===== src/rtl/zork_pkg.sv =====
// Shared encodings for the player navigation block:
// move directions, keypad codes and nav FSM states.
package zork_pkg;

  typedef enum logic [2:0] {
    DIR_UP    = 3'd0,
    DIR_DOWN  = 3'd1,
    DIR_RIGHT = 3'd2,
    DIR_LEFT  = 3'd3,
    DIR_NONE  = 3'd4
  } dir_t;

  localparam logic [3:0] KEY_UP    = 4'h2;
  localparam logic [3:0] KEY_DOWN  = 4'h8;
  localparam logic [3:0] KEY_RIGHT = 4'h6;
  localparam logic [3:0] KEY_LEFT  = 4'h4;

  typedef enum logic [1:0] {
    ST_IDLE  = 2'd0,
    ST_QUERY = 2'd1,
    ST_CHECK = 2'd2
  } nav_state_t;

  function automatic dir_t decode_key(input logic [3:0] key);
    dir_t d;
    d = DIR_NONE;
    unique case (1'b1)
      (key == KEY_UP):    d = DIR_UP;
      (key == KEY_DOWN):  d = DIR_DOWN;
      (key == KEY_RIGHT): d = DIR_RIGHT;
      (key == KEY_LEFT):  d = DIR_LEFT;
      default:            d = DIR_NONE;
    endcase
    return d;
  endfunction

endpackage


===== src/rtl/key_repeat.sv =====
// Keypad edge detect with hold-to-repeat; emits a
// registered one-cycle request plus its direction.
module key_repeat
  import zork_pkg::*;
#(
  parameter int REPEAT_CYCLES = 12_500_000
) (
  input  logic       clk_50MHz_i,
  input  logic       rst_async_la_i,
  input  logic [3:0] key_in,
  input  logic       enable_move,
  output dir_t       dir_o,
  output logic       req_o
);

  localparam int CW =
    (REPEAT_CYCLES > 1) ? $clog2(REPEAT_CYCLES) : 1;
  localparam logic [CW-1:0] HOLD_MAX =
    CW'(REPEAT_CYCLES - 1);

  logic [1:0]    en_sync;
  dir_t          dir;
  dir_t          prev_dir;
  logic [CW-1:0] hold_cnt;
  logic          changed;
  logic          repeat_hit;
  logic          req;

  assign dir        = decode_key(key_in);
  assign changed    = (dir != prev_dir);
  assign repeat_hit = (hold_cnt == HOLD_MAX);
  assign req        = en_sync[1] && (dir != DIR_NONE)
                   && (changed || repeat_hit);

  always_ff @(posedge clk_50MHz_i or negedge rst_async_la_i) begin
    if (!rst_async_la_i) begin
      en_sync <= 2'b00;
    end else begin
      en_sync <= {en_sync[0], enable_move};
    end
  end

  // Counter restarts on every terminal count so repeats stay periodic.
  always_ff @(posedge clk_50MHz_i or negedge rst_async_la_i) begin
    if (!rst_async_la_i) begin
      prev_dir <= DIR_NONE;
      hold_cnt <= '0;
      req_o    <= 1'b0;
      dir_o    <= DIR_NONE;
    end else begin
      prev_dir <= dir;
      req_o    <= req;
      dir_o    <= dir;
      if (changed || (dir == DIR_NONE) || repeat_hit) begin
        hold_cnt <= '0;
      end else begin
        hold_cnt <= hold_cnt + 1'b1;
      end
    end
  end

endmodule


===== src/rtl/player_nav.sv =====
// Grid player position tracker: keypad moves are checked
// against grid edges and the map ROM wall flag.
module player_nav
  import zork_pkg::*;
#(
  parameter int X_BITS        = 3,
  parameter int Y_BITS        = 2,
  parameter int START_X       = (1 << X_BITS) - 1,
  parameter int START_Y       = (1 << Y_BITS) - 1,
  parameter int WRAP_EN       = 0,
  parameter int REPEAT_CYCLES = 12_500_000
) (
  input  logic                     clk_50MHz_i,
  input  logic                     rst_async_la_i,
  input  logic [3:0]               key_in,
  input  logic                     enable_move,
  input  logic                     wall_i,
  output logic [X_BITS+Y_BITS-1:0] query_addr_o,
  output logic [X_BITS+Y_BITS-1:0] address,
  output logic                     moved_o,
  output logic                     bump_o,
  output logic [15:0]              move_count_o
);

  dir_t              req_dir;
  logic              req;
  nav_state_t        state_q;
  nav_state_t        state_d;
  logic [X_BITS-1:0] posx;
  logic [Y_BITS-1:0] posy;
  logic [X_BITS-1:0] tgt_x;
  logic [Y_BITS-1:0] tgt_y;
  logic [X_BITS:0]   nx;
  logic [Y_BITS:0]   ny;
  logic              off_grid;
  logic              accept;
  logic              commit;
  logic              reject;

  key_repeat #(
    .REPEAT_CYCLES(REPEAT_CYCLES)
  ) u_key_repeat (
    .clk_50MHz_i   (clk_50MHz_i),
    .rst_async_la_i(rst_async_la_i),
    .key_in        (key_in),
    .enable_move   (enable_move),
    .dir_o         (req_dir),
    .req_o         (req)
  );

  // One extra MSB flags leaving the grid; dropping it gives the wrap.
  always_comb begin
    nx = {1'b0, posx};
    ny = {1'b0, posy};
    unique case (1'b1)
      (req_dir == DIR_UP):
        ny = {1'b0, posy} - {{Y_BITS{1'b0}}, 1'b1};
      (req_dir == DIR_DOWN):
        ny = {1'b0, posy} + {{Y_BITS{1'b0}}, 1'b1};
      (req_dir == DIR_RIGHT):
        nx = {1'b0, posx} + {{X_BITS{1'b0}}, 1'b1};
      (req_dir == DIR_LEFT):
        nx = {1'b0, posx} - {{X_BITS{1'b0}}, 1'b1};
      default: ;
    endcase
    off_grid = (WRAP_EN == 0) && (nx[X_BITS] || ny[Y_BITS]);
  end

  always_ff @(posedge clk_50MHz_i or negedge rst_async_la_i) begin
    if (!rst_async_la_i) begin
      state_q <= ST_IDLE;
    end else begin
      state_q <= state_d;
    end
  end

  always_comb begin
    state_d = state_q;
    unique case (state_q)
      ST_IDLE:  if (req && !off_grid) state_d = ST_QUERY;
      ST_QUERY: state_d = ST_CHECK;
      ST_CHECK: state_d = ST_IDLE;
      default:  state_d = ST_IDLE;
    endcase
  end

  always_comb begin
    query_addr_o = {posx, posy};
    accept       = 1'b0;
    commit       = 1'b0;
    reject       = 1'b0;
    unique case (state_q)
      ST_IDLE: begin
        accept = req && !off_grid;
        reject = req && off_grid;
      end
      ST_QUERY: begin
        query_addr_o = {tgt_x, tgt_y};
      end
      ST_CHECK: begin
        query_addr_o = {tgt_x, tgt_y};
        commit       = !wall_i;
        reject       = wall_i;
      end
      default: ;
    endcase
  end

  always_ff @(posedge clk_50MHz_i or negedge rst_async_la_i) begin
    if (!rst_async_la_i) begin
      posx         <= X_BITS'(START_X);
      posy         <= Y_BITS'(START_Y);
      tgt_x        <= X_BITS'(START_X);
      tgt_y        <= Y_BITS'(START_Y);
      moved_o      <= 1'b0;
      bump_o       <= 1'b0;
      move_count_o <= 16'h0000;
    end else begin
      moved_o <= commit;
      bump_o  <= reject;
      if (accept) begin
        tgt_x <= nx[X_BITS-1:0];
        tgt_y <= ny[Y_BITS-1:0];
      end
      if (commit) begin
        posx <= tgt_x;
        posy <= tgt_y;
        if (move_count_o != 16'hFFFF) begin
          move_count_o <= move_count_o + 16'h0001;
        end
      end
    end
  end

  assign address = {posx, posy};

endmodule


===== config.mk =====
export PLATFORM = sky130hd
export DESIGN_NAME = player_nav
export DESIGN_NICKNAME = d
export VERILOG_FILES = /design/src/rtl/zork_pkg.sv /design/src/rtl/key_repeat.sv /design/src/rtl/player_nav.sv
export SDC_FILE = /design/constraint.sdc
export NUM_CORES = 1
export LEC_CHECK = 0
export ABC_AREA = 0
export CAP_MARGIN = 25
export CORE_MARGIN = 1.5
export CORE_UTILIZATION = 30
export CTS_CLUSTER_DIAMETER = 100
export DETAILED_ROUTE_END_ITERATION = 10
export GPL_TIMING_DRIVEN = 0
export PLACE_DENSITY = 0.59
export SYNTH_ARGS = -nofsm -noshare
export SYNTH_HDL_FRONTEND = slang
export SYNTH_SLANG_ARGS = --single-unit

===== constraint.sdc =====
create_clock -name clk_50MHz_i -period 3 [get_ports clk_50MHz_i]
set_input_delay 0.6 -clock clk_50MHz_i [delete_from_list [all_inputs] [get_ports clk_50MHz_i]]
set_output_delay 0.6 -clock clk_50MHz_i [all_outputs]
set_load 0.05 [all_outputs]

==> out/metrics.yaml <==
max-vdd-ir-drop_mv: 0.5266
cts_buffers: 9
totalWireLength_mm: 6.470
fmax_mhz: 345.3
first_pass_iters: 5
die_y_um: 107.7
rsz0062_at_grt: "false"
synthMuxAreaShare_pct: 7.502
cp.required_ns: 2.40
place_congestion: 0.7543
wl_per_cell_um: 13.20
dp_hpwl_mm: 4.554
synthSimpleGateAreaFrac_pct: 23.00
port_buffers: 34
cts_tree: "yes"
syn_area_sq_mm: 0.003286
placed_area_sq_mm: 0.003816
powerDensity_mw_per_mm2: 629.1
clockBufferDepth: 2
p_leak_nw: 1.512
fin_skew_ns: 0.01146
tightest_slew_ns: 0.7361
synth-xor-area-share_pct: 7.997
dr.first_iter.drc_count: 59
die_w_um: 107.7
dp.cells: 474
syn_nets: 314
cp.arrival_ns: 2.30
final_area_sq_mm: 0.003983
synthAdderAreaFrac_pct: 2.894
fill_cells: 1098
hold_violations: 0
fin_crit_sh_pct: 96.53
synthFlopType: "dfrtp_1"
n_antenna_cell: 0
die_area_sq_mm: 0.01159
cts_sinks: 60
ys_seq_area_share_pct: 46.12
setup_violations: 0
vias_per_cell: 4.963
grt_max_degree: 32
grt_first_pass_wirelength_mm: 11.28
final.min_clock_period_ns: 2.896
clock_latency_ns: 0.34
slew-limit-headroom_pct: 50.92
synth_seq_cells: 60
syn_to_final_growth_pct: 21.21
worstPathMaxFanout: 5
crit_type: "reg -> out"
end_kind: "output port"
start_kind: "register"
fin_hold_ws_ns: 0.3230
grt-ovfl-total: 0
synth_compound_area_share_pct: 9.063
seqCellArea_sq_mm: 0.001515
coreArea_sq_mm: 0.01075
cts.clk_slew.worst_paths_ns: 0.06
synthArstFlopShare_pct: 100.0
cap_violations: 0
synth_edf_count: 0
status: "completed"
fin_cells: 490
vias: 2432
syn_avg_cell_area_sq_um: 10.99
grtUsageTotal_pct: 12.41
synth_top_family_by_area: "simple AND/OR/NAND/NOR gates"
holdCritPathClass: "in -> async"
drc: 0
grt_pass1_vias: 2406
final_common_cell: "dfrtp_1"
mostFrequentLayoutCells: "dfrtp_1, clkdlybuf4s50_1, xnor2_1"
postSynthCellCount: 299
start_util_pct: 30.58
synth.distinct_cells: 52
drtAntennaViolNets: 0
rows: 38
htreeDepth: 3
antenna_found_initial: 0
slew_violations: 0
multiInputGateArea_sq_mm: 0.001658
drive_gt1_share_pct: 22.00
yosys_warnings: 0
root_buffer: "clkbuf_8"
layout.nets: 360
io-pin-count: 36
worst max-delay path: stages, from the launching register on:
cell,delay (ns)
dfrtp_1,0.37
inv_1,0.08
ha_1,0.44
mux2_2,0.37
clkdlybuf4s50_1,0.70
Yosys cell counts, types with 2 or more instances:
| master | n | area share (%) |
|---|---|---|
| or3_1 | 5 | 0.95 |
| a21oi_1 | 2 | 0.30 |
| nor3_1 | 12 | 1.8 |
| or4b_1 | 2 | 0.61 |
| nand2b_1 | 2 | 0.38 |
| inv_1 | 12 | 1.4 |
| a211oi_1 | 6 | 1.4 |
| a211oi_2 | 4 | 1.5 |
| xor2_1 | 7 | 1.9 |
| nand3b_1 | 3 | 0.69 |
| buf_6 | 3 | 1.0 |
| nand2_1 | 17 | 1.9 |
| and3_1 | 2 | 0.38 |
| nor2_1 | 9 | 1.0 |
| nor3_2 | 16 | 4.9 |
| mux2_2 | 21 | 7.2 |
| and2_1 | 3 | 0.57 |
| dfrtp_1 | 49 | 37 |
| dfstp_2 | 11 | 8.8 |
| nand4b_1 | 2 | 0.53 |
| nand4_1 | 12 | 2.3 |
| nor4_1 | 5 | 0.95 |
| xnor2_1 | 23 | 6.1 |
| clkbuf_1 | 8 | 0.91 |
| or4_1 | 6 | 1.4 |
| nor2b_1 | 3 | 0.57 |
| nand3_1 | 16 | 2.4 |
| o21ai_0 | 6 | 0.91 |
| ha_1 | 6 | 2.3 |
| o31ai_1 | 4 | 0.91 |
metrics by stage:
stage                     power [mW]  TNS [ns]  setup slack (ns)  util [%]
final                          2.505         0            0.1041     37.06
after global routing           2.649         0          0.007338     37.06
after CTS                      2.542         0           0.07407     37.04
after detailed placement       1.905         0            0.3571     35.51
after global placement         1.879    -33.00           -0.6785     35.37
after floorplan                1.626         0            0.6915         -
power breakdown:
group	switching [mW]	total, mW	internal, mW	leakage (nW)
combinational	0.526	0.859	0.334	0.648
sequential	0.0937	1.02	0.930	0.776
clock	0.304	0.623	0.319	0.0872
cell type report:
cell class / count / share of cell area (%)
multi-input cells: 215 / 41.63
flip-flops and latches: 60 / 38.05
inverters: 12 / 1.131
clock inverters: 3 / 0.3770
repair buffers: 35 / 8.985
plain buffers: 12 / 1.697
well taps: 140 / 4.398
clock buffers: 13 / 3.739
logic make-up (layout without fill, tap and decap cells):
kind of cell / after synthesis / after routing
compound gates: 35 / 35
xor+xnor: 30 / 30
fa+ha+maj: 7 / 7
buf+inv: 24 / 75
flops: 60 / 60
mux: 22 / 22
simple gates: 121 / 121
what timing repair did:
action	CTS	global route
setup buffers	0	0
resized for setup	0	1
endpoints found under the setup margin	0	1
hold buffers	0	0
path summary, 6_finish.rpt:
kind,slack (ns),end,cells after the start,from
worst min register to register,0.36,u_key_repeat.en_sync[1],0,u_key_repeat.en_sync[0]
worst min-delay path,0.32,move_count_o[3],1,rst_async_la_i
max in group asynchronous,1.99,u_key_repeat.prev_dir[2],2,rst_async_la_i
min in group clk_50MHz_i,0.36,u_key_repeat.en_sync[1],0,u_key_repeat.en_sync[0]
worst max-delay path,0.10,query_addr_o[2],4,state_q[1]
worst max register to register,0.53,u_key_repeat.hold_cnt[20],6,u_key_repeat.hold_cnt[5]
registers in the layout, indices dropped and copies added (netlist names):
signal and count:
bump_o 1, move_count_o 16, moved_o 1, posx 3, posy 2, state_q 2
tgt_x 3, tgt_y 2, u_key_repeat.en_sync 2, u_key_repeat.hold_cnt 24, u_key_repeat.prev_dir 3, u_key_repeat.req_o 1
routing by layer:
metal  up-vias  global-route usage (%)  routed length [um]
li1       1188                       -                   -
met3        11                   3.390                 236
met2        44                   20.61                3133
met4         0                   5.545                 114
met5         -                       0                   0
met1      1189                   15.00                2985
Power figures use the tool's default switching activity.
==> RTL change, RTL diff (same flow settings) <==
Register the inputs `key_in`, `enable_move` and `wall_i` before use, cleared by the reset. The logic sees them one clock later.
--- a/src/rtl/player_nav.sv
+++ b/src/rtl/player_nav.sv
@@ -22,6 +22,22 @@
   output logic [15:0]              move_count_o
 );
 
+  logic [3:0] key_q;
+  logic enable_move_q;
+  logic wall_q;
+
+  always_ff @(posedge clk_50MHz_i or negedge rst_async_la_i) begin
+    if (!rst_async_la_i) begin
+      key_q         <= '0;
+      enable_move_q <= '0;
+      wall_q        <= '0;
+    end else begin
+      key_q         <= key_in;
+      enable_move_q <= enable_move;
+      wall_q        <= wall_i;
+    end
+  end
+
   dir_t              req_dir;
   logic              req;
   nav_state_t        state_q;
@@ -42,8 +58,8 @@
   ) u_key_repeat (
     .clk_50MHz_i   (clk_50MHz_i),
     .rst_async_la_i(rst_async_la_i),
-    .key_in        (key_in),
-    .enable_move   (enable_move),
+    .key_in        (key_q),
+    .enable_move   (enable_move_q),
     .dir_o         (req_dir),
     .req_o         (req)
   );
@@ -99,8 +115,8 @@
       end
       ST_CHECK: begin
         query_addr_o = {tgt_x, tgt_y};
-        commit       = !wall_i;
-        reject       = wall_i;
+        commit       = !wall_q;
+        reject       = wall_q;
       end
       default: ;
     endcase
Check against the original RTL: not equivalent (a bounded check fails within 10 cycles, from zero or initial values and one cycle with rst_async_la_i low).
==> RTL change against the unedited design <==
- area after synthesis up 4.3%
- total power up 17%
- routed wire length up 7.4%
- die area up 4.2%
- sequential cell count up 6
- global-route usage up 0.32 points
- final area up 6.9%
- worst setup slack better by 160 ps
==> RTL change: results (changes against the unedited design) <==
Yosys
  • Post-synth top cells: dfrtp_1 (55), nand2_1 (24), xor2_1 (20)
  • Ranking of synthesized cells by area: dfrtp_1 (40%), dfstp_2 (8.4%), xor2_1 (5.1%)
  • Post-synthesis sequential area ratio: 48.58% (+2.5 points)

Min path
  • HP Class: flop to flop

Timing
  • Slew HR: 44.35% (-6.6 points)
  • Clock Skew: 3.161 ps (-8.299 ps)

Route
  • DR WL met2: 3.112 mm (-0.67%)
  • Detailed Route Iter0 Violations: 108 (+83%)
  • Drt first pass iters: 4 (-1)
  • Via/cell ratio: 5.024 (+1.2%)

Place
  • IO Port Bufs: 35 (+2.9%)
  • Routability Congestion: 0.7720 (+2.3%)
  • Place WS: 326.9 ps (-30.14 ps)
  • Post-DP HPWL: 4.742 mm (+4.1%)

Final layout
  • Layout cells sized above 1: 18.89% (-3.1 points)
  • Nets: 371 (+3.1%)
  • Largest regs: u_key_repeat.hold_cnt: 24 flops, move_count_o: 16 flops, key_q: 4 flops

Clocking
  • Clk root buf: clkbuf_16

Status
  • Status: complete, no violations

Worst setup path
  • Crit-path max FO: 7 (+2)
  • Worst reg2reg path depth: 7 (+1)
  • Worst EP arrival: 2130 ps (-170 ps)

Power
  • VDD IR max: 0.0003400 V (-35%)
  • Static Leak: 0.001743 uW (+15%)

Global route
  • Largest net degree at the start of global routing: 67 (+110%)
  • Number of global-route vias before repair: 2471 (+2.7%)
  • Global-route wire length before repair: 11.82 mm (+4.8%)
## RTL change: what timing repair did
action	CTS	global route
gates resized for setup	3	2
hold buffers	0	0
endpoints found under the setup margin	3	2
pin swaps	0	0
## RTL change: cells by family (layout without fill, tap and decap cells)
| kind of cell | after synthesis | in the layout | synth area share, % |
|---|---|---|---|
| adder cells (fa/ha/maj) | 7 | 7 | 2.774 |
| flip-flops | 66 | 66 | 48.58 |
| multiplexers | 12 | 12 | 3.942 |
| AO/OA/AOI/OAI | 44 | 44 | 10.80 |
| buffers and inverters | 27 | 77 | 3.649 |
| AND/OR/NAND/NOR | 123 | 123 | 22.34 |
| XOR/XNOR | 31 | 31 | 7.920 |
## RTL change: routing by layer
layer	GRT usage, %	up-vias
met3	4.031	14
li1	-	1239
met4	6.030	0
met5	0	-
met1	17.07	1215
met2	18.54	44
## RTL change: area by class of cell
type | instances | area, um^2
Fill cell | 1048 | 6725
Sequential cell | 66 | 1665
Multi-Input combinational cell | 217 | 1638
Timing Repair Buffer | 35 | 349.1
Clock buffer | 13 | 270.3
Tap cell | 140 | 175.2
Buffer | 15 | 80.08
Inverter | 12 | 45.04
Clock inverter | 2 | 35.03
## RTL change: power breakdown
group          internal, uW  total, uW  switching (uW)
sequential             1010       1090            82.5
clock                   705       1070             362
combinational           276        782             506
## RTL change: stage by stage
stage	power (uW)	std cells	instance area, um^2	util [%]
final	2941	500	4258	38.77
after global placement	1897	485	3954	36.00
after detailed placement	1912	485	3951	35.98
after floorplan	1650	310	3428	-
after global routing	3092	500	4258	38.77
after CTS	2983	500	4253	38.72
## RTL change: worst max-delay path, stage by stage, from the launching register on
cell           delay, ps
dfrtp_1              360
inv_1                 80
ha_1                 270
clkbuf_1             290
mux2_2               370
dlygate4sd2_1        420
## RTL change: worst max path at each step
stage | end | slack, ps | cells past startpoint
after global placement | move_count_o[1]$_DFFE_PN0P_ | -960 | 1
final | query_addr_o[4] | 270 | 5
after detailed placement | query_addr_o[4] | 330 | 5
after floorplan | query_addr_o[0] | 450 | 2
after global routing | query_addr_o[4] | 140 | 5
after CTS | query_addr_o[1] | 20 | 6
